--- src/rtl/traffic_pkg.sv ---
// traffic_pkg: shared types for the traffic phase controller.
//   state_t  - phase sequencer states
//   phase_t  - which GO phase (A = N/S lower lanes, B = E/W upper lanes)
//   MODE_*   - mode output encodings (emergency/pedestrian/night/day)
//   mode_of  - maps a sequencer state to its mode encoding
package traffic_pkg;

  typedef enum logic [3:0] {
    A_GO,
    A_CLR,
    B_GO,
    B_CLR,
    PED_WALK,
    PED_CLR,
    PRE_CLR,
    EMG,
    EMG_CLR,
    NIGHT
  } state_t;

  typedef enum logic {
    PHASE_A,
    PHASE_B
  } phase_t;

  localparam logic [1:0] MODE_EMG   = 2'd0;
  localparam logic [1:0] MODE_PED   = 2'd1;
  localparam logic [1:0] MODE_NIGHT = 2'd2;
  localparam logic [1:0] MODE_DAY   = 2'd3;

  function automatic logic [1:0] mode_of(state_t s);
    case (s)
      PRE_CLR, EMG, EMG_CLR: return MODE_EMG;
      PED_WALK, PED_CLR:     return MODE_PED;
      NIGHT:                 return MODE_NIGHT;
      default:               return MODE_DAY;
    endcase
  endfunction

endpackage

--- src/rtl/traffic_phase_controller_if.sv ---
// traffic_phase_controller_if: request inputs and light/walk/mode outputs of
// the intersection controller.
//   time_signal, ped_signal, emg_signal, emg_lane : requests into the controller
//   light_out, walk_out, flash_out, mode          : registered controller outputs
//   walk_remaining                                : walk countdown, present only
//                                                   with TRAFFIC_WALK_COUNTDOWN_EN
// Modports: master = requester / light driver side, slave = controller.
interface traffic_phase_controller_if #(
  parameter int unsigned LANES = 8
`ifdef TRAFFIC_WALK_COUNTDOWN_EN
  , parameter int unsigned CNT_W = 8
`endif
);

  logic             time_signal;
  logic             ped_signal;
  logic             emg_signal;
  logic [LANES-1:0] emg_lane;
  logic [LANES-1:0] light_out;
  logic [LANES-1:0] walk_out;
  logic             flash_out;
  logic [1:0]       mode;
`ifdef TRAFFIC_WALK_COUNTDOWN_EN
  logic [CNT_W-1:0] walk_remaining;
`endif

  modport master (
    output time_signal, ped_signal, emg_signal, emg_lane,
    input  light_out, walk_out, flash_out, mode
`ifdef TRAFFIC_WALK_COUNTDOWN_EN
    , input walk_remaining
`endif
  );

  modport slave (
    input  time_signal, ped_signal, emg_signal, emg_lane,
    output light_out, walk_out, flash_out, mode
`ifdef TRAFFIC_WALK_COUNTDOWN_EN
    , output walk_remaining
`endif
  );

endinterface

--- src/rtl/phase_timer.sv ---
// phase_timer: loadable down-counter that stops at zero.
//   clk, rst   : clock, asynchronous active-low reset (value = RST_VAL)
//   load       : load load_value this cycle (takes priority over counting)
//   load_value : value to load
//   value      : current count
//   expire     : high while value == 1, i.e. on the last cycle of the interval
module phase_timer #(
  parameter int unsigned    CNT_W   = 8,
  parameter logic [CNT_W-1:0] RST_VAL = '0
) (
  input  logic             clk,
  input  logic             rst,
  input  logic             load,
  input  logic [CNT_W-1:0] load_value,
  output logic [CNT_W-1:0] value,
  output logic             expire
);

  always_ff @(posedge clk or negedge rst) begin
    if (!rst) begin
      value <= RST_VAL;
    end else if (load) begin
      value <= load_value;
    end else if (value != '0) begin
      value <= value - 1'b1;
    end
  end

  assign expire = (value == CNT_W'(1));

endmodule

--- src/rtl/traffic_phase_controller.sv ---
// traffic_phase_controller: timed phase sequencer for an intersection with
// all-red clearance, emergency preemption with lane latching, queued
// pedestrian requests and a night flash mode.
//   clk  : clock, rising edge
//   rst  : asynchronous active-low reset
//   bus  : traffic_phase_controller_if.slave (requests in, lights/walk/mode out)
// Optional: TRAFFIC_WALK_COUNTDOWN_EN adds bus.walk_remaining (timer value
// during PED_WALK, 0 elsewhere).
module traffic_phase_controller
  import traffic_pkg::*;
#(
  parameter int unsigned LANES        = 8,
  parameter int unsigned CNT_W        = 8,
  parameter int unsigned GREEN_CYCLES = 16,
  parameter int unsigned CLEAR_CYCLES = 4,
  parameter int unsigned WALK_CYCLES  = 12,
  parameter int unsigned FLASH_CYCLES = 8
) (
  input  logic                         clk,
  input  logic                         rst,
  traffic_phase_controller_if.slave    bus
);

  localparam logic [LANES-1:0] LOW_MASK  = {{(LANES/2){1'b0}}, {(LANES/2){1'b1}}};
  localparam logic [LANES-1:0] HIGH_MASK = ~LOW_MASK;

  localparam logic [CNT_W-1:0] T_GREEN = CNT_W'(GREEN_CYCLES);
  localparam logic [CNT_W-1:0] T_CLEAR = CNT_W'(CLEAR_CYCLES);
  localparam logic [CNT_W-1:0] T_WALK  = CNT_W'(WALK_CYCLES);
  localparam logic [CNT_W-1:0] T_FLASH = CNT_W'(FLASH_CYCLES);

  state_t           state;
  state_t           nxt;
  state_t           clr_exit;
  phase_t           last_phase;
  logic             ped_pending;
  logic             ped_req;

  logic             tmr_load;
  logic [CNT_W-1:0] tmr_load_val;
  logic [CNT_W-1:0] tmr_val;
  logic             tmr_exp;

  logic             flash_load;
  logic [CNT_W-1:0] flash_val;
  logic             flash_exp;

  phase_timer #(
    .CNT_W   (CNT_W),
    .RST_VAL (T_CLEAR)
  ) u_state_timer (
    .clk        (clk),
    .rst        (rst),
    .load       (tmr_load),
    .load_value (tmr_load_val),
    .value      (tmr_val),
    .expire     (tmr_exp)
  );

  phase_timer #(
    .CNT_W   (CNT_W),
    .RST_VAL ('0)
  ) u_flash_timer (
    .clk        (clk),
    .rst        (rst),
    .load       (flash_load),
    .load_value (T_FLASH),
    .value      (flash_val),
    .expire     (flash_exp)
  );

  // A request arriving on the very cycle a clearance ends is honoured too.
  assign ped_req = ped_pending | bus.ped_signal;

  always_comb begin
    if (bus.emg_signal) begin
      clr_exit = EMG;
    end else if (ped_req) begin
      clr_exit = PED_WALK;
    end else if (bus.time_signal) begin
      clr_exit = NIGHT;
    end else if (last_phase == PHASE_A) begin
      clr_exit = B_GO;
    end else begin
      clr_exit = A_GO;
    end
  end

  always_comb begin
    nxt = state;
    case (state)
      A_GO: begin
        if (bus.emg_signal)   nxt = PRE_CLR;
        else if (tmr_exp)     nxt = A_CLR;
      end
      B_GO: begin
        if (bus.emg_signal)   nxt = PRE_CLR;
        else if (tmr_exp)     nxt = B_CLR;
      end
      PED_WALK: begin
        if (bus.emg_signal)   nxt = PRE_CLR;
        else if (tmr_exp)     nxt = PED_CLR;
      end
      NIGHT: begin
        if (bus.emg_signal)       nxt = PRE_CLR;
        else if (ped_req)         nxt = PED_WALK;
        else if (!bus.time_signal) nxt = B_CLR;
      end
      EMG: begin
        if (!bus.emg_signal)  nxt = EMG_CLR;
      end
      A_CLR, B_CLR, PED_CLR, PRE_CLR, EMG_CLR: begin
        if (tmr_exp)          nxt = clr_exit;
      end
      default:                nxt = B_CLR;
    endcase
  end

  // Every state change is an entry into a new state; EMG and NIGHT are
  // untimed so whatever they load is simply ignored.
  always_comb begin
    tmr_load = (nxt != state);
    case (nxt)
      A_GO, B_GO: tmr_load_val = T_GREEN;
      PED_WALK:   tmr_load_val = T_WALK;
      default:    tmr_load_val = T_CLEAR;
    endcase
    flash_load = (nxt == NIGHT) && ((state != NIGHT) || flash_exp);
  end

`ifdef TRAFFIC_WALK_COUNTDOWN_EN
  logic [CNT_W-1:0] tmr_next;
  always_comb begin
    if (tmr_load)            tmr_next = tmr_load_val;
    else if (tmr_val != '0)  tmr_next = tmr_val - 1'b1;
    else                     tmr_next = '0;
  end
`endif

  logic unused_timer_bits;
  assign unused_timer_bits = ^{tmr_val, flash_val};

  always_ff @(posedge clk or negedge rst) begin
    if (!rst) begin
      state         <= B_CLR;
      last_phase    <= PHASE_B;
      ped_pending   <= 1'b0;
      bus.light_out <= '0;
      bus.walk_out  <= '0;
      bus.flash_out <= 1'b0;
      bus.mode      <= MODE_DAY;
`ifdef TRAFFIC_WALK_COUNTDOWN_EN
      bus.walk_remaining <= '0;
`endif
    end else begin
      state <= nxt;

      // last_phase is recorded only when a green runs to completion, so a
      // preempted green is re-served afterwards. Leaving NIGHT forces A next.
      if (state == A_GO && nxt == A_CLR) begin
        last_phase <= PHASE_A;
      end else if ((state == B_GO || state == NIGHT) && nxt == B_CLR) begin
        last_phase <= PHASE_B;
      end

      if (nxt == PED_WALK && state != PED_WALK) begin
        ped_pending <= 1'b0;
      end else if (bus.ped_signal) begin
        ped_pending <= 1'b1;
      end

      case (nxt)
        A_GO:    bus.light_out <= LOW_MASK;
        B_GO:    bus.light_out <= HIGH_MASK;
        // emg_lane is captured on EMG entry and then held.
        EMG:     bus.light_out <= (state == EMG) ? bus.light_out : bus.emg_lane;
        default: bus.light_out <= '0;
      endcase

      bus.walk_out <= (nxt == PED_WALK) ? '1 : '0;

      if (nxt != NIGHT) begin
        bus.flash_out <= 1'b0;
      end else if (state != NIGHT) begin
        bus.flash_out <= 1'b1;
      end else if (flash_exp) begin
        bus.flash_out <= ~bus.flash_out;
      end

      bus.mode <= mode_of(nxt);

`ifdef TRAFFIC_WALK_COUNTDOWN_EN
      bus.walk_remaining <= (nxt == PED_WALK) ? tmr_next : '0;
`endif
    end
  end

endmodule

--- src/flat_wrapper.sv ---
// flat-port wrapper written by rule: the top's interface ports become plain ports
module traffic_phase_controller_flat import traffic_pkg::*;
#(
  parameter int unsigned LANES        = 8,
  parameter int unsigned CNT_W        = 8,
  parameter int unsigned GREEN_CYCLES = 16,
  parameter int unsigned CLEAR_CYCLES = 4,
  parameter int unsigned WALK_CYCLES  = 12,
  parameter int unsigned FLASH_CYCLES = 8
)
  (clk, rst, bus_time_signal, bus_ped_signal, bus_emg_signal, bus_emg_lane, bus_light_out, bus_walk_out, bus_flash_out, bus_mode);
  traffic_phase_controller_if #(.LANES(LANES)) bus_i ();
  input  logic clk;
  input  logic rst;
  input wire logic [$bits(bus_i.time_signal)-1:0] bus_time_signal;
  input wire logic [$bits(bus_i.ped_signal)-1:0] bus_ped_signal;
  input wire logic [$bits(bus_i.emg_signal)-1:0] bus_emg_signal;
  input wire logic [$bits(bus_i.emg_lane)-1:0] bus_emg_lane;
  output wire logic [$bits(bus_i.light_out)-1:0] bus_light_out;
  output wire logic [$bits(bus_i.walk_out)-1:0] bus_walk_out;
  output wire logic [$bits(bus_i.flash_out)-1:0] bus_flash_out;
  output wire logic [$bits(bus_i.mode)-1:0] bus_mode;
  assign bus_i.time_signal = bus_time_signal;
  assign bus_i.ped_signal = bus_ped_signal;
  assign bus_i.emg_signal = bus_emg_signal;
  assign bus_i.emg_lane = bus_emg_lane;
  assign bus_light_out = bus_i.light_out;
  assign bus_walk_out = bus_i.walk_out;
  assign bus_flash_out = bus_i.flash_out;
  assign bus_mode = bus_i.mode;
  traffic_phase_controller #(.LANES(LANES), .CNT_W(CNT_W), .GREEN_CYCLES(GREEN_CYCLES), .CLEAR_CYCLES(CLEAR_CYCLES), .WALK_CYCLES(WALK_CYCLES), .FLASH_CYCLES(FLASH_CYCLES)) u_core (.clk(clk), .rst(rst), .bus(bus_i));
endmodule
--- config.mk ---
export PLATFORM = sky130hd
export DESIGN_NAME = traffic_phase_controller_flat
export DESIGN_NICKNAME = d
export VERILOG_FILES = /design/src/rtl/traffic_pkg.sv /design/src/rtl/traffic_phase_controller_if.sv /design/src/rtl/phase_timer.sv /design/src/rtl/traffic_phase_controller.sv /design/src/flat_wrapper.sv
export SDC_FILE = /design/constraint.sdc
export NUM_CORES = 1
export LEC_CHECK = 0
export CAP_MARGIN = 20
export CORE_MARGIN = 5
export CORE_UTILIZATION = 35
export DETAILED_ROUTE_END_ITERATION = 12
export PLACE_DENSITY = 0.57
export SLEW_MARGIN = 20
export SYNTH_ARGS = -nofsm -noshare
export SYNTH_HDL_FRONTEND = slang
export SYNTH_HIERARCHICAL = 1
export SYNTH_SLANG_ARGS = --single-unit
--- constraint.sdc ---
create_clock -name clk -period 5.7 [get_ports clk]
set_input_delay 0.57 -clock clk [delete_from_list [all_inputs] [get_ports clk]]
set_output_delay 0.57 -clock clk [all_outputs]
set_load 0.01 [all_outputs]
======== After elaboration in Yosys (flattened, before gate mapping) ========
Cells that the tools add are included.
storage, ports and cells
  register bits after elaboration ......... 41
  bits of input ports ..................... 13
  output and inout bits ................... 19
cells by class
  bitwise operators ....................... 2
  equal/unequal tests ..................... 25
  reductions and logical operators ........ 19
  muxes and demuxes ....................... 32
  $add $sub $neg .......................... 2
operators by type and width
  kind                                                                      count
  4-bit two-way mux                                                         14
  8-bit two-way mux                                                         6
  4-bit by 3-bit equality test with 1-bit output (second input constant)    8
  4-bit one-hot mux with 6 select lines                                     1
  8-bit one-hot mux with 3 select lines                                     1
  4-bit by 2-bit equality test with 1-bit output (second input constant)    4
  4-bit equality test (second input constant)                               4
  8-bit by 1-bit equality test with 1-bit output (second input constant)    2
  8-bit nonzero test                                                        2
  8-bit by 1-bit subtractor with 8-bit output (second input constant)       2
  5-bit one-hot mux with 2 select lines                                     1
  4-bit by 1-bit equality test with 1-bit output (second input constant)    2
  4-bit logical NOT                                                         2
  4-bit inequality test (second input constant)                             2
  2-bit nonzero test                                                        4
  1-bit two-way mux                                                         7
  2-bit one-hot mux with 3 select lines                                     1
  5-bit OR reduction                                                        1
  1-bit logical AND                                                         4
  4-bit by 3-bit inequality test with 1-bit output (second input constant)  1
  4-bit inequality test                                                     1
  2-bit OR reduction                                                        2
  3-bit nonzero test                                                        1
  3-bit OR reduction                                                        1
  5 further kinds                                                           6

======== Depth between registers and ports, before layout ========
  depth in word-level cells ............... 10
  gate-level depth with buffers ........... 14

======== Modules after synthesis ========
The synthesis kept the hierarchy.
modules (own cells, without submodules)
  module                              instances  cells an instance  seq. area each (um2)  area an instance (um2)
  traffic_phase_controller            1          125                456.7                 1,244.9
  phase_timer (u_core.u_state_timer)  1          61                 201.4                 541.8
  phase_timer (u_core.u_flash_timer)  1          61                 200.2                 540.5

======== Worst setup path after synthesis ========
Ideal clock, no wire load.
  path type ............................... register to register
  start point ............................. register u_core.u_state_timer.value[6]
  end point ............................... register u_core.u_state_timer.value[5]
  stages on the path, launching flop included .. 13
  path slack .............................. 2,442 ps
  required time ........................... 5,554 ps
  path buffers ............................ 3
  arrival time ............................ 3,112 ps
  cells stage by stage .................... dfrtp_1 or3_1 clkbuf_1 nor4_1 nor2b_1 a31o_2 a211oi_2 mux2i_1 nor3_1 o211ai_1 clkbuf_1 clkbuf_1 a221oi_1
on the way
  cells in the longest elaborated chain, start to end .. 6
  elaborated cells on any way between the ends .. 13
ends and longest elaborated chain
  element                                                         RTL line                                                                                         source
  from (decl)                                                     phase_timer.sv:15                                                                                output logic [CNT_W-1:0] value,
  from (signal assigned)                                          phase_timer.sv:23                                                                                value <= load_value;
  from (signal assigned)                                          phase_timer.sv:25                                                                                value <= value - 1'b1;
  8-bit by 1-bit equality test with 1-bit output *                phase_timer.sv:29                                                                                assign expire = (value == CNT_W'(1));
  net u_core.tmr_exp                                              traffic_phase_controller.sv:42                                                                   logic tmr_exp;
  4-bit two-way mux, on equally long branches                     traffic_phase_controller.sv:102, traffic_phase_controller.sv:94, traffic_phase_controller.sv:98
  4-bit two-way mux, on equally long branches                     traffic_phase_controller.sv:101, traffic_phase_controller.sv:93, traffic_phase_controller.sv:97
  4-bit one-hot mux with 6 select lines *                         traffic_phase_controller.sv:91                                                                   case (state)
  4-bit inequality test *                                         traffic_phase_controller.sv:122                                                                  tmr_load = (nxt != state);
  net u_core.tmr_load                                             traffic_phase_controller.sv:39                                                                   logic tmr_load;
  8-bit two-way mux / 2-bit nonzero test (equally long branches)  n/a
Mark *: on every way through the listed nets, which the timed path passes. The rest lies on a longest branch.
A chain may end at the register's enable or synchronous reset.

======== Final worst setup path ========
  start point ............................. register u_core.u_state_timer.value[6]
  end point ............................... register u_core.u_state_timer.value[6]
Same word-level chain as after synthesis.

==> flow_summary.ini <==
[critical_path]
cp_max_fo = 12
cpPeakStageDelay_ns = 0.79
worstRegToRegCells = 12
cp_num_buf_inv = 1
critPathKind = flop to flop
cp-end-kind = flop
r2r-start = u_core/u_state_timer/value[6]
critPathTopFamily = simple AND/OR/NAND/NOR gates
worstSetupStartpointType = flop
cp_data_required_time_ns = 5.86
cp.arrival_ns = 3.93
r2r_end = u_core/u_state_timer/value[6]
cpMaxStageDelayCell = nor4_1
path_cells = or3_1, nor4_1, nor2b_1, a31o_2, a211oi_2, mux2i_1, nor3_1, o211ai_1, clkbuf_4, nand2b_1, a21oi_1, nand3b_1
r2r_slack_ns = 1.93

[finish]
area_growth_pct = 19.4
final_cell_mix = clkdlybuf4s50_1 (30), dfrtp_1 (28), nor2_1 (17)
nFillCells = 606
layout_commonest_cell = clkdlybuf4s50_1
nNetsFinal = 293
drive_above_1_share_pct = 10.9
diodes = 0

[placement]
numPortBuffers = 31
detailed_place_hpwl_mm = 3.68
dp_slack_ns = 1.76
gp_congestion = 0.856

[pwr]
power.share.sequential_pct = 31.7
p_int_mw = 0.998
ir_drop_mv = 0.194
combPwrFrac_pct = 51.9
p_clk_share_pct = 16.4
p_sw_share_pct = 41.4
power.density_mw_per_mm2 = 613
power.leakage_nw = 1.11
p_switching_mw = 0.705

[sta]
max_slew_margin_pct = 39.0
fin_skew_ns = 0.00862
finalCriticalPeriod_ns = 3.77
tns_ns = 0
max_freq_ghz = 0.265
fin_ws_ns = 1.93
finalSetupViolCount = 0
drv_slew = 0
fin_worst_hold_slack_ns = 0.362
tightest_slew_ns = 0.907
fin_crit_sh_pct = 66.2
hold_viol_final = 0
grt_setup_unrepaired = false

[die]
die_w_um = 91.5
placementRows = 29
ioPinCount = 32
initial_core_util_pct = 36.2
coreArea_mm2 = 0.00642
dieArea_mm2 = 0.00838
fp.dieH_um = 91.5

[run]
maxCapViolations = 0

[detailed_routing]
totalWireLength_mm = 5.22
drc_errors = 0
vias = 1907
wl_per_cell_um = 14.8
final_antenna_net_count = 0
via_per_inst = 5.42
drtIter0Drc = 92
dr.pass1.iters = 4

[synthesis]
syn_area_per_cell_um2 = 9.42
ys_seq_elements = 34
synth_top_area_share_pct = 30.1
async_reset_ff_share_pct = 100
yosysWarnings = 6
syn_area_mm2 = 0.00233
synth_edf_count = 0
yosysTopAreaCell = dfrtp_1
ys_types = 55
ys.flop_type = dfrtp_1
synth_area_leaders = dfrtp_1 (30%), dfstp_2 (6.8%), a221o_1 (3.4%)
synth_cells = 247
ys_seq_area_share_pct = 36.9

[global_route]
grt.total_usage_pct = 12.9
grt_max_degree = 35
grt-ovfl-total = 0
antenna_found_initial = 0
grt_pass1_vias = 1825
grt_first_pass_wirelength_mm = 9.09

[clock_tree]
cts.sinks = 34
cts.root.buffer_cell = clkbuf_8
holdBufCountCts = 0
clock_path_buffers = 2
ctsHtreeMaxLevel = 2
cts_tree = done
ctsResizeCount = 0
cts_setup_buffers = 0
worstSkewPairLatency_ns = 0.29
clkTransAtPathRegs_ns = 0.07
cts_made_buffers = 5

[min_path]
hold_class = input port to async pin

[status]
status = complete, no violations
layer usage:
layer / share of wire, % / global-route usage (%) / vias to the layer above
met2: 48 / 20.9 / 34
met3: 3.9 / 2.98 / 5
met1: 47 / 17.1 / 915
met4: 0.84 / 3.77 / 0
met5: 0 / 0 / -
li1: - / - / 953
worst max-delay path by stage:
stage,end,cells after the start,from
2_1_floorplan,u_core/u_state_timer/value[5],12,u_core/u_state_timer/value[6]
3_5_place_dp,u_core/u_flash_timer/value[6],10,u_core/u_state_timer/value[6]
4_1_cts,u_core/u_state_timer/value[6],11,u_core/u_state_timer/value[6]
5_1_grt,u_core/u_state_timer/value[6],12,u_core/u_state_timer/value[6]
6_report,u_core/u_state_timer/value[6],12,u_core/u_state_timer/value[6]
3_3_place_gp,u_core/u_state_timer/value[6],11,u_core/u_state_timer/value[6]
layout make-up:
| class | count | area, um^2 | area share, % |
|---|---|---|---|
| multi-input cells | 187 | 1320 | 47.3 |
| flip-flops and latches | 34 | 858 | 30.9 |
| repair buffers | 32 | 313 | 11.3 |
| well taps | 77 | 96.3 | 3.47 |
| clock buffers | 6 | 82.6 | 2.97 |
| clock inverters | 2 | 60.1 | 2.16 |
| inverters | 14 | 52.6 | 1.89 |
logic make-up (layout without fill, tap and decap cells):
logic type                 Yosys count  after routing  synth area share, %
buffers and inverters               37             54                 8.55
DFF                                 34             34                 36.9
and+or+nand+nor                     90             90                 24.7
adders and majority gates            6              6                 3.23
other                                2             13                0.323
xor gates and xnor gates             7              7                 2.63
muxes                                3              3                 1.34
AOI/OAI and AO/OA                   68             68                 22.4
flip-flops by register name (all words and copies together) (netlist names):
name,flops
u_core/bus.light_out,8
u_core/u_flash_timer/value,8
u_core/u_state_timer/value,8
u_core/state,4
u_core/bus.mode,2
u_core/bus.flash_out,1
u_core/bus.walk_out,1
u_core/last_phase,1
u_core/ped_pending,1
metrics by stage:
step / total power [mW] / area [um^2] / cells / utilization, %
finish: 1.70 / 2780 / 352 / 43.2
global route: 1.85 / 2780 / 352 / 43.2
CTS: 1.71 / 2770 / 351 / 43.1
detailed placement: 1.42 / 2620 / 343 / 40.9
global placement: 1.42 / 2620 / 343 / 40.9
floorplan: 1.22 / 2370 / 258 / -
cells in the mapped netlist, types with 3 or more instances:
cell      number
dfrtp_1       28
nor2_1        17
a21oi_1       14
inv_1         14
nand2_1       12
nor3_1        11
o21ai_0       10
a221o_1        8
buf_4          8
nand2b_1       8
o31ai_1        8
nor3b_1        7
xnor2_1        7
buf_2          6
clkbuf_1       6
dfstp_2        6
ha_1           6
a31oi_1        5
a221oi_1       4
nand3b_1       4
nor4_1         4
or4_1          4
a21o_1         3
buf_6          3
nand3_1        3
nor2b_1        3
power groups by stage:
stage / clock, mW / sequential [mW] / combinational [mW]
2_1_floorplan: 0 / 0.467 / 0.750
3_3_place_gp: 0 / 0.543 / 0.878
3_5_place_dp: 0 / 0.542 / 0.878
4_1_cts: 0.289 / 0.540 / 0.884
5_1_grt: 0.297 / 0.562 / 0.991
6_report: 0.279 / 0.540 / 0.884
(Power assumes the default switching activity.)
